$ cat src/rtl/topk_result_reader_pkg.sv
// Shared types and constants for the top-K result reader: FSM states, empty-slot marker,
// result beat layout and a small popcount helper.
package topk_result_reader_pkg;
  localparam int DATA_NUM    = 40;
  localparam int DATA_LENGTH = 14;
  localparam int OUT_NUM     = 4;
  localparam int NUM_WIDTH   = 6;
  localparam int TIMEOUT     = DATA_NUM + 8;
  localparam int RANK_W      = $clog2(OUT_NUM);
  localparam int CNT_W       = $clog2(OUT_NUM + 1);
  localparam int TCNT_W      = NUM_WIDTH + 2;

  localparam logic [DATA_LENGTH-1:0] SORT_EMPTY = '1;

  typedef enum logic [2:0] {IDLE, START, WAIT, OUT, DONE} state_t;

  typedef struct packed {
    logic [DATA_LENGTH-1:0] data;
    logic [NUM_WIDTH-1:0]   addr;
    logic [RANK_W-1:0]      rank;
    logic                   last;
  } beat_t;

  function automatic logic [CNT_W-1:0] popcount(input logic [OUT_NUM-1:0] m);
    logic [CNT_W-1:0] c;
    c = '0;
    for (int i = 0; i < OUT_NUM; i++) c = c + CNT_W'(m[i]);
    return c;
  endfunction
endpackage

$ cat src/rtl/topk_capture_buf.sv
// Holds one captured sorter result: per-slot data/addr, the set of slots still to send,
// and a lowest-index pick of the next slot to present.
module topk_capture_buf
  import topk_result_reader_pkg::*;
(
  input  logic                           clk,
  input  logic                           rst,
  input  logic                           capture,
  input  logic                           pop,
  input  logic                           clear_count,
  input  logic [OUT_NUM*DATA_LENGTH-1:0] sorted_data,
  input  logic [OUT_NUM*NUM_WIDTH-1:0]   sorted_addr,
  output logic [CNT_W-1:0]               capture_count,
  output logic [CNT_W-1:0]               result_count,
  output logic                           pick_valid,
  output beat_t                          pick
);
  logic [DATA_LENGTH-1:0] data_q [OUT_NUM];
  logic [NUM_WIDTH-1:0]   addr_q [OUT_NUM];
  logic [OUT_NUM-1:0]     pending;
  logic [OUT_NUM-1:0]     mask_in;
  logic [OUT_NUM-1:0]     rest;
  logic [RANK_W-1:0]      pick_idx;

  always_comb begin
    mask_in = '0;
    for (int i = 0; i < OUT_NUM; i++)
      mask_in[i] = (sorted_data[i*DATA_LENGTH +: DATA_LENGTH] != SORT_EMPTY);
  end

  assign capture_count = popcount(mask_in);

  always_ff @(posedge clk or posedge rst) begin
    if (rst) begin
      for (int i = 0; i < OUT_NUM; i++) begin
        data_q[i] <= SORT_EMPTY;
        addr_q[i] <= '0;
      end
      pending      <= '0;
      result_count <= '0;
    end else if (capture) begin
      for (int i = 0; i < OUT_NUM; i++) begin
        data_q[i] <= sorted_data[i*DATA_LENGTH +: DATA_LENGTH];
        addr_q[i] <= sorted_addr[i*NUM_WIDTH +: NUM_WIDTH];
      end
      pending      <= mask_in;
      result_count <= capture_count;
    end else begin
      if (pop && pick_valid) pending[pick_idx] <= 1'b0;
      if (clear_count) result_count <= '0;
    end
  end

  // Scanning downward leaves the lowest pending index as the pick.
  always_comb begin
    pick_idx   = '0;
    pick_valid = 1'b0;
    for (int i = OUT_NUM - 1; i >= 0; i--) begin
      if (pending[i]) begin
        pick_idx   = RANK_W'(i);
        pick_valid = 1'b1;
      end
    end
    rest           = pending;
    rest[pick_idx] = 1'b0;
    pick.data      = data_q[pick_idx];
    pick.addr      = addr_q[pick_idx];
    pick.rank      = pick_idx;
    pick.last      = (rest == '0);
  end
endmodule

$ cat src/rtl/topk_result_reader.sv
// Initiator/consumer for the top-K sorter: starts a pass on request, captures the K smallest
// results on sort_finish and streams the non-empty slots out in rank order.
module topk_result_reader
  import topk_result_reader_pkg::*;
(
  input  logic                           clk,
  input  logic                           rst,
  input  logic                           req,
  output logic                           busy,
  output logic                           sort_start,
  input  logic                           sort_finish,
  input  logic [OUT_NUM*DATA_LENGTH-1:0] sorted_data,
  input  logic [OUT_NUM*NUM_WIDTH-1:0]   sorted_addr,
  output logic                           out_valid,
  input  logic                           out_ready,
  output logic [DATA_LENGTH-1:0]         out_data,
  output logic [NUM_WIDTH-1:0]           out_addr,
  output logic [RANK_W-1:0]              out_rank,
  output logic                           out_last,
  output logic                           done,
  output logic [CNT_W-1:0]               result_count,
  output logic                           timeout_err
);
  state_t            state, state_nxt;
  logic [TCNT_W-1:0] tcnt;
  logic              capture, to_hit, pick_valid;
  logic [CNT_W-1:0]  capture_count;
  beat_t             pick;

  topk_capture_buf u_buf (
    .clk           (clk),
    .rst           (rst),
    .capture       (capture),
    .pop           (out_valid & out_ready),
    .clear_count   (to_hit),
    .sorted_data   (sorted_data),
    .sorted_addr   (sorted_addr),
    .capture_count (capture_count),
    .result_count  (result_count),
    .pick_valid    (pick_valid),
    .pick          (pick)
  );

  always_ff @(posedge clk or posedge rst) begin
    if (rst) state <= IDLE;
    else     state <= state_nxt;
  end

  always_comb begin
    state_nxt = state;
    capture   = 1'b0;
    to_hit    = 1'b0;
    case (state)
      IDLE:  if (req) state_nxt = START;
      START: state_nxt = WAIT;
      WAIT: begin
        // A finish in the last allowed cycle still wins over the timeout.
        if (sort_finish) begin
          capture   = 1'b1;
          state_nxt = (capture_count == '0) ? DONE : OUT;
        end else if (tcnt == TCNT_W'(TIMEOUT - 1)) begin
          to_hit    = 1'b1;
          state_nxt = DONE;
        end
      end
      OUT:   if (out_ready && pick.last) state_nxt = DONE;
      DONE:  state_nxt = IDLE;
      default: state_nxt = IDLE;
    endcase
  end

  always_ff @(posedge clk or posedge rst) begin
    if (rst) begin
      tcnt        <= '0;
      timeout_err <= 1'b0;
    end else begin
      if (state == START)
        tcnt <= '0;
      else if (state == WAIT && tcnt != '1)
        tcnt <= tcnt + 1'b1;
      if (state == IDLE && req)
        timeout_err <= 1'b0;
      else if (to_hit)
        timeout_err <= 1'b1;
    end
  end

  assign busy       = (state != IDLE);
  assign sort_start = (state == START);
  assign done       = (state == DONE);
  assign out_valid  = (state == OUT) && pick_valid;
  assign out_data   = out_valid ? pick.data : '0;
  assign out_addr   = out_valid ? pick.addr : '0;
  assign out_rank   = out_valid ? pick.rank : '0;
  assign out_last   = out_valid ? pick.last : 1'b0;
endmodule

$ cat config.mk
export PLATFORM = sky130hd
export DESIGN_NAME = topk_result_reader
export DESIGN_NICKNAME = d
export VERILOG_FILES = /design/src/rtl/topk_result_reader_pkg.sv /design/src/rtl/topk_capture_buf.sv /design/src/rtl/topk_result_reader.sv
export SDC_FILE = /design/constraint.sdc
export NUM_CORES = 1
export LEC_CHECK = 0
export ABC_AREA = 0
export CAP_MARGIN = 20
export CORE_MARGIN = 1.5
export CORE_UTILIZATION = 40
export CTS_BUF_LIST = sky130_fd_sc_hd__clkbuf_2
export DETAILED_ROUTE_END_ITERATION = 7
export DONT_BUFFER_PORTS = 1
export PLACE_DENSITY = 0.59
export SYNTH_ARGS = -nofsm -noshare
export SYNTH_HDL_FRONTEND = slang
export SYNTH_HIERARCHICAL = 1
export SYNTH_SLANG_ARGS = --single-unit
$ cat constraint.sdc
create_clock -name clk -period 3.2 [get_ports clk]
set_input_delay 0.96 -clock clk [delete_from_list [all_inputs] [get_ports clk]]
set_output_delay 0.96 -clock clk [all_outputs]
set_load 0.03 [all_outputs]
==> flow_summary.toml <==
[status]
status = "finished, final reports clean"

[synthesis]
ys_top_cells_by_count = "mux2_2 (60), dfstp_2 (56), o21ai_0 (50)"
ys_warn_count = 6
synth_top_family_by_area = "compound AO/OA/AOI/OAI gates"
netlist_top_cells_area = "dfstp_2 (29%), dfrtp_1 (21%), mux2_2 (13%)"
yosys.area.top_type = "dfstp_2"
synthXorXnorAreaFrac = 0.00171
yosysMostFrequentCell = "mux2_2"
synth_mux_area_frac = 0.138
ys_seq_area_frac = 0.499
yosysUniqueCellTypes = 48
synth_cells = 496
synth_compound_area_frac = 0.160
yosys_register_bits = 99
synth_edf_count = 0
avgSynthCellArea_um2 = 10.3
syn_area_um2 = 5110
synth_fp_nets = 585
async_flop_share = 1.00
synthSimpleGateAreaFrac = 0.136
synthAdderAreaFrac = 0.0113
synth_flop_cell = "dfstp_2"
synthDominantCellAreaShare = 0.288

[detailed_routing]
via_count = 3891
wl_per_cell_um = 19.9
drcViolationCount = 0
drt_iter0_drc = 256
wl_um = 13800
antenna_left = 0
dr.pass1.iters = 4
via_per_inst = 5.59

[placement]
port_buffers = 0
gp_congestion = 0.808
detailed_place_hpwl_um = 9210
place_area_um2 = 5450

[worst_setup_path]
slowest_delay_ns = 0.57
end_kind = "primary output"
cp_slowest_cell = "dfrtp_2"
r2r_cells = 9
critical_path.top_delay_family = "flip-flops"
path_buf_inv = 3
cp_common_cell = "buf_12"
arrival_ns = 2.21
crit_type = "register to primary output"
worstPathMaxFanout = 8
crit_cells = 7
crit_chain = "buf_12, nor2_4, nand2_1, and3_4, buf_12, and2_4, buf_6"
start_kind = "register"
worstPathRequired_ns = 2.24

[cells_and_area]
syn2layout_area_growth_pct = 16.8
fillerInstances = 1184
drive_gt1_frac = 0.424
fin_area_um2 = 5960
final_core_util = 0.477
nets = 607

[grt]
antenna_found_initial = 1
grt_pass1_wl_um = 19600
grt_pass1_vias = 3635
grt_use_total = 0.195
grt_start_max_net_pins = 49
gr-total-overflow = 0

[clocking]
clk-insertion-delay-late_ns = 0.61
cts_max_level = 3
hold_buffers = 0
cts_root_buf = "clkbuf_2"
cts_buffer_depth = 2
cts_tree = "yes"
cts.sinks = 99
cts-buffers-inserted = 9
cts.clk_slew.worst_paths_ns = 0.29

[floorplan]
rows = 41
die-area_um2 = 13500
initial_utilization = 0.408
chipHeight_um = 116
core_area_um2 = 12500
io_pins = 116
die-width_um = 116

[sta]
setup_violations = 0
period_needed_ns = 3.17
hold_viol_final = 0
rsz0062_at_grt = "yes"
finalMaxSlewViolations = 0
slew_headroom = 0.482
clock.fmax_ghz = 0.315
tightestPinTransition_ns = 0.772
period_share = 0.991
clock_skew_ns = 0.0252

[power]
p_comb_frac = 0.504
irDropWorstVdd_mv = 0.424
p_per_area_nw_per_um2 = 1020
p_seq_frac = 0.402
power.static_leakage_nw = 2.43
swShare = 0.398
clkPwrFrac = 0.094
power.internal_mw = 3.67
power_switching_mw = 2.43

[worst_hold_path]
holdCritPathClass = "input pin to asynchronous set/reset pin"

[run]
maxCapViolCount = 0
==> power by group through the flow <==
stage | clock network [mW] | logic (mW) | registers [mW]
global placement | 0 | 2.49 | 2.41
detailed placement | 0 | 2.54 | 2.44
finish | 0.570 | 3.07 | 2.45
CTS | 0.598 | 2.65 | 2.42
global route | 0.646 | 3.33 | 2.53
floorplan | 0 | 2.06 | 2.31
==> metrics by stage <==
stage | std cells | power [mW] | hold WS (ns) | setup WS, ns | setup TNS (ns)
finish | 696 | 6.10 | 0.197 | 0.0291 | 0
global route | 696 | 6.51 | 0.171 | -0.0580 | -0.843
CTS | 686 | 5.67 | 0.168 | -0.0367 | -0.0367
detailed placement | 669 | 4.98 | 0.476 | -0.174 | -0.450
global placement | 669 | 4.90 | 0.474 | -0.0956 | -0.209
floorplan | 496 | 4.37 | 0.460 | 0.0449 | 0
==> metal layers <==
layer	routed length [um]	global-route usage	vias up
li1	-	-	1805
met1	5810	0.259	1932
met2	6510	0.293	123
met3	1130	0.0659	31
met4	398	0.0805	0
met5	0	0	-
==> cells in the final DEF, fill, tap and decap left out, types with 3 or more instances in the layout <==
| cell type | Yosys | final |
|---|---|---|
| a21oi_1 | 45 | 44 |
| a22o_1 | 23 | 23 |
| and2_4 | 0 | 24 |
| buf_12 | 0 | 4 |
| buf_4 | 3 | 10 |
| buf_6 | 1 | 25 |
| clkbuf_16 | 0 | 6 |
| clkbuf_2 | 0 | 10 |
| dfrtp_1 | 43 | 40 |
| dfrtp_2 | 0 | 3 |
| dfstp_2 | 56 | 56 |
| ha_1 | 3 | 3 |
| inv_1 | 27 | 26 |
| inv_6 | 0 | 4 |
| mux2_2 | 60 | 60 |
| mux2i_1 | 3 | 3 |
| nand2_1 | 48 | 48 |
| nand3_1 | 8 | 8 |
| nand4_1 | 15 | 15 |
| nor2_1 | 9 | 8 |
| nor3_1 | 4 | 3 |
| o21ai_0 | 50 | 46 |
| o21ai_1 | 2 | 6 |
| o41ai_1 | 3 | 3 |
| or3_1 | 3 | 3 |
==> area by class of cell <==
type | count | area, um^2 | area share
Antenna cell | 1 | 2.50 | 0.000420
Inverter | 28 | 106 | 0.0178
Clock inverter | 6 | 48.8 | 0.00818
Tap cell | 172 | 215 | 0.0361
Timing Repair Buffer | 46 | 602 | 0.101
Sequential cell | 99 | 2550 | 0.428
Clock buffer | 10 | 50.0 | 0.00839
Multi-Input combinational cell | 334 | 2390 | 0.400
==> path summary, 6_finish.rpt <==
check                              endpoint  slack, ns             start
setup / recovery                out_rank[1]       0.03  u_buf/pending[2]
setup reg to reg           u_buf/pending[3]       0.97  u_buf/pending[2]
min in group clk           u_buf/data_q[32]       0.42   sorted_data[18]
max in group asynchronous  u_buf/data_q[47]       2.09               rst
hold reg to reg            u_buf/data_q[40]       0.50  u_buf/data_q[40]
hold / removal                     state[1]       0.20               rst
==> cell families (layout without fill, tap and decap cells) <==
| kind of cell | Yosys count | after routing |
|---|---|---|
| mux | 63 | 63 |
| flops | 99 | 99 |
| xor+xnor | 1 | 1 |
| compound gates | 135 | 135 |
| other cells | 0 | 1 |
| fa+ha+maj | 4 | 4 |
| simple gates | 130 | 131 |
| buf+inv | 64 | 90 |
==> sequential cells by signal (all words and copies together) (netlist names) <==
signal / cells
u_buf/data_q: 56
u_buf/pending: 4
timeout_err: 1
state: 3
u_buf/addr_q: 24
u_buf/result_count: 3
tcnt: 8
==> what timing repair did <==
item                                    in CTS  in global routing
pin swaps                                    1                 25
endpoints found under the setup margin      23                 23
gates cloned                                 1                  7
resized for setup                           19                 55
buffers inserted                             0                  2
Note: power is estimated with default switching activity, not from simulation.
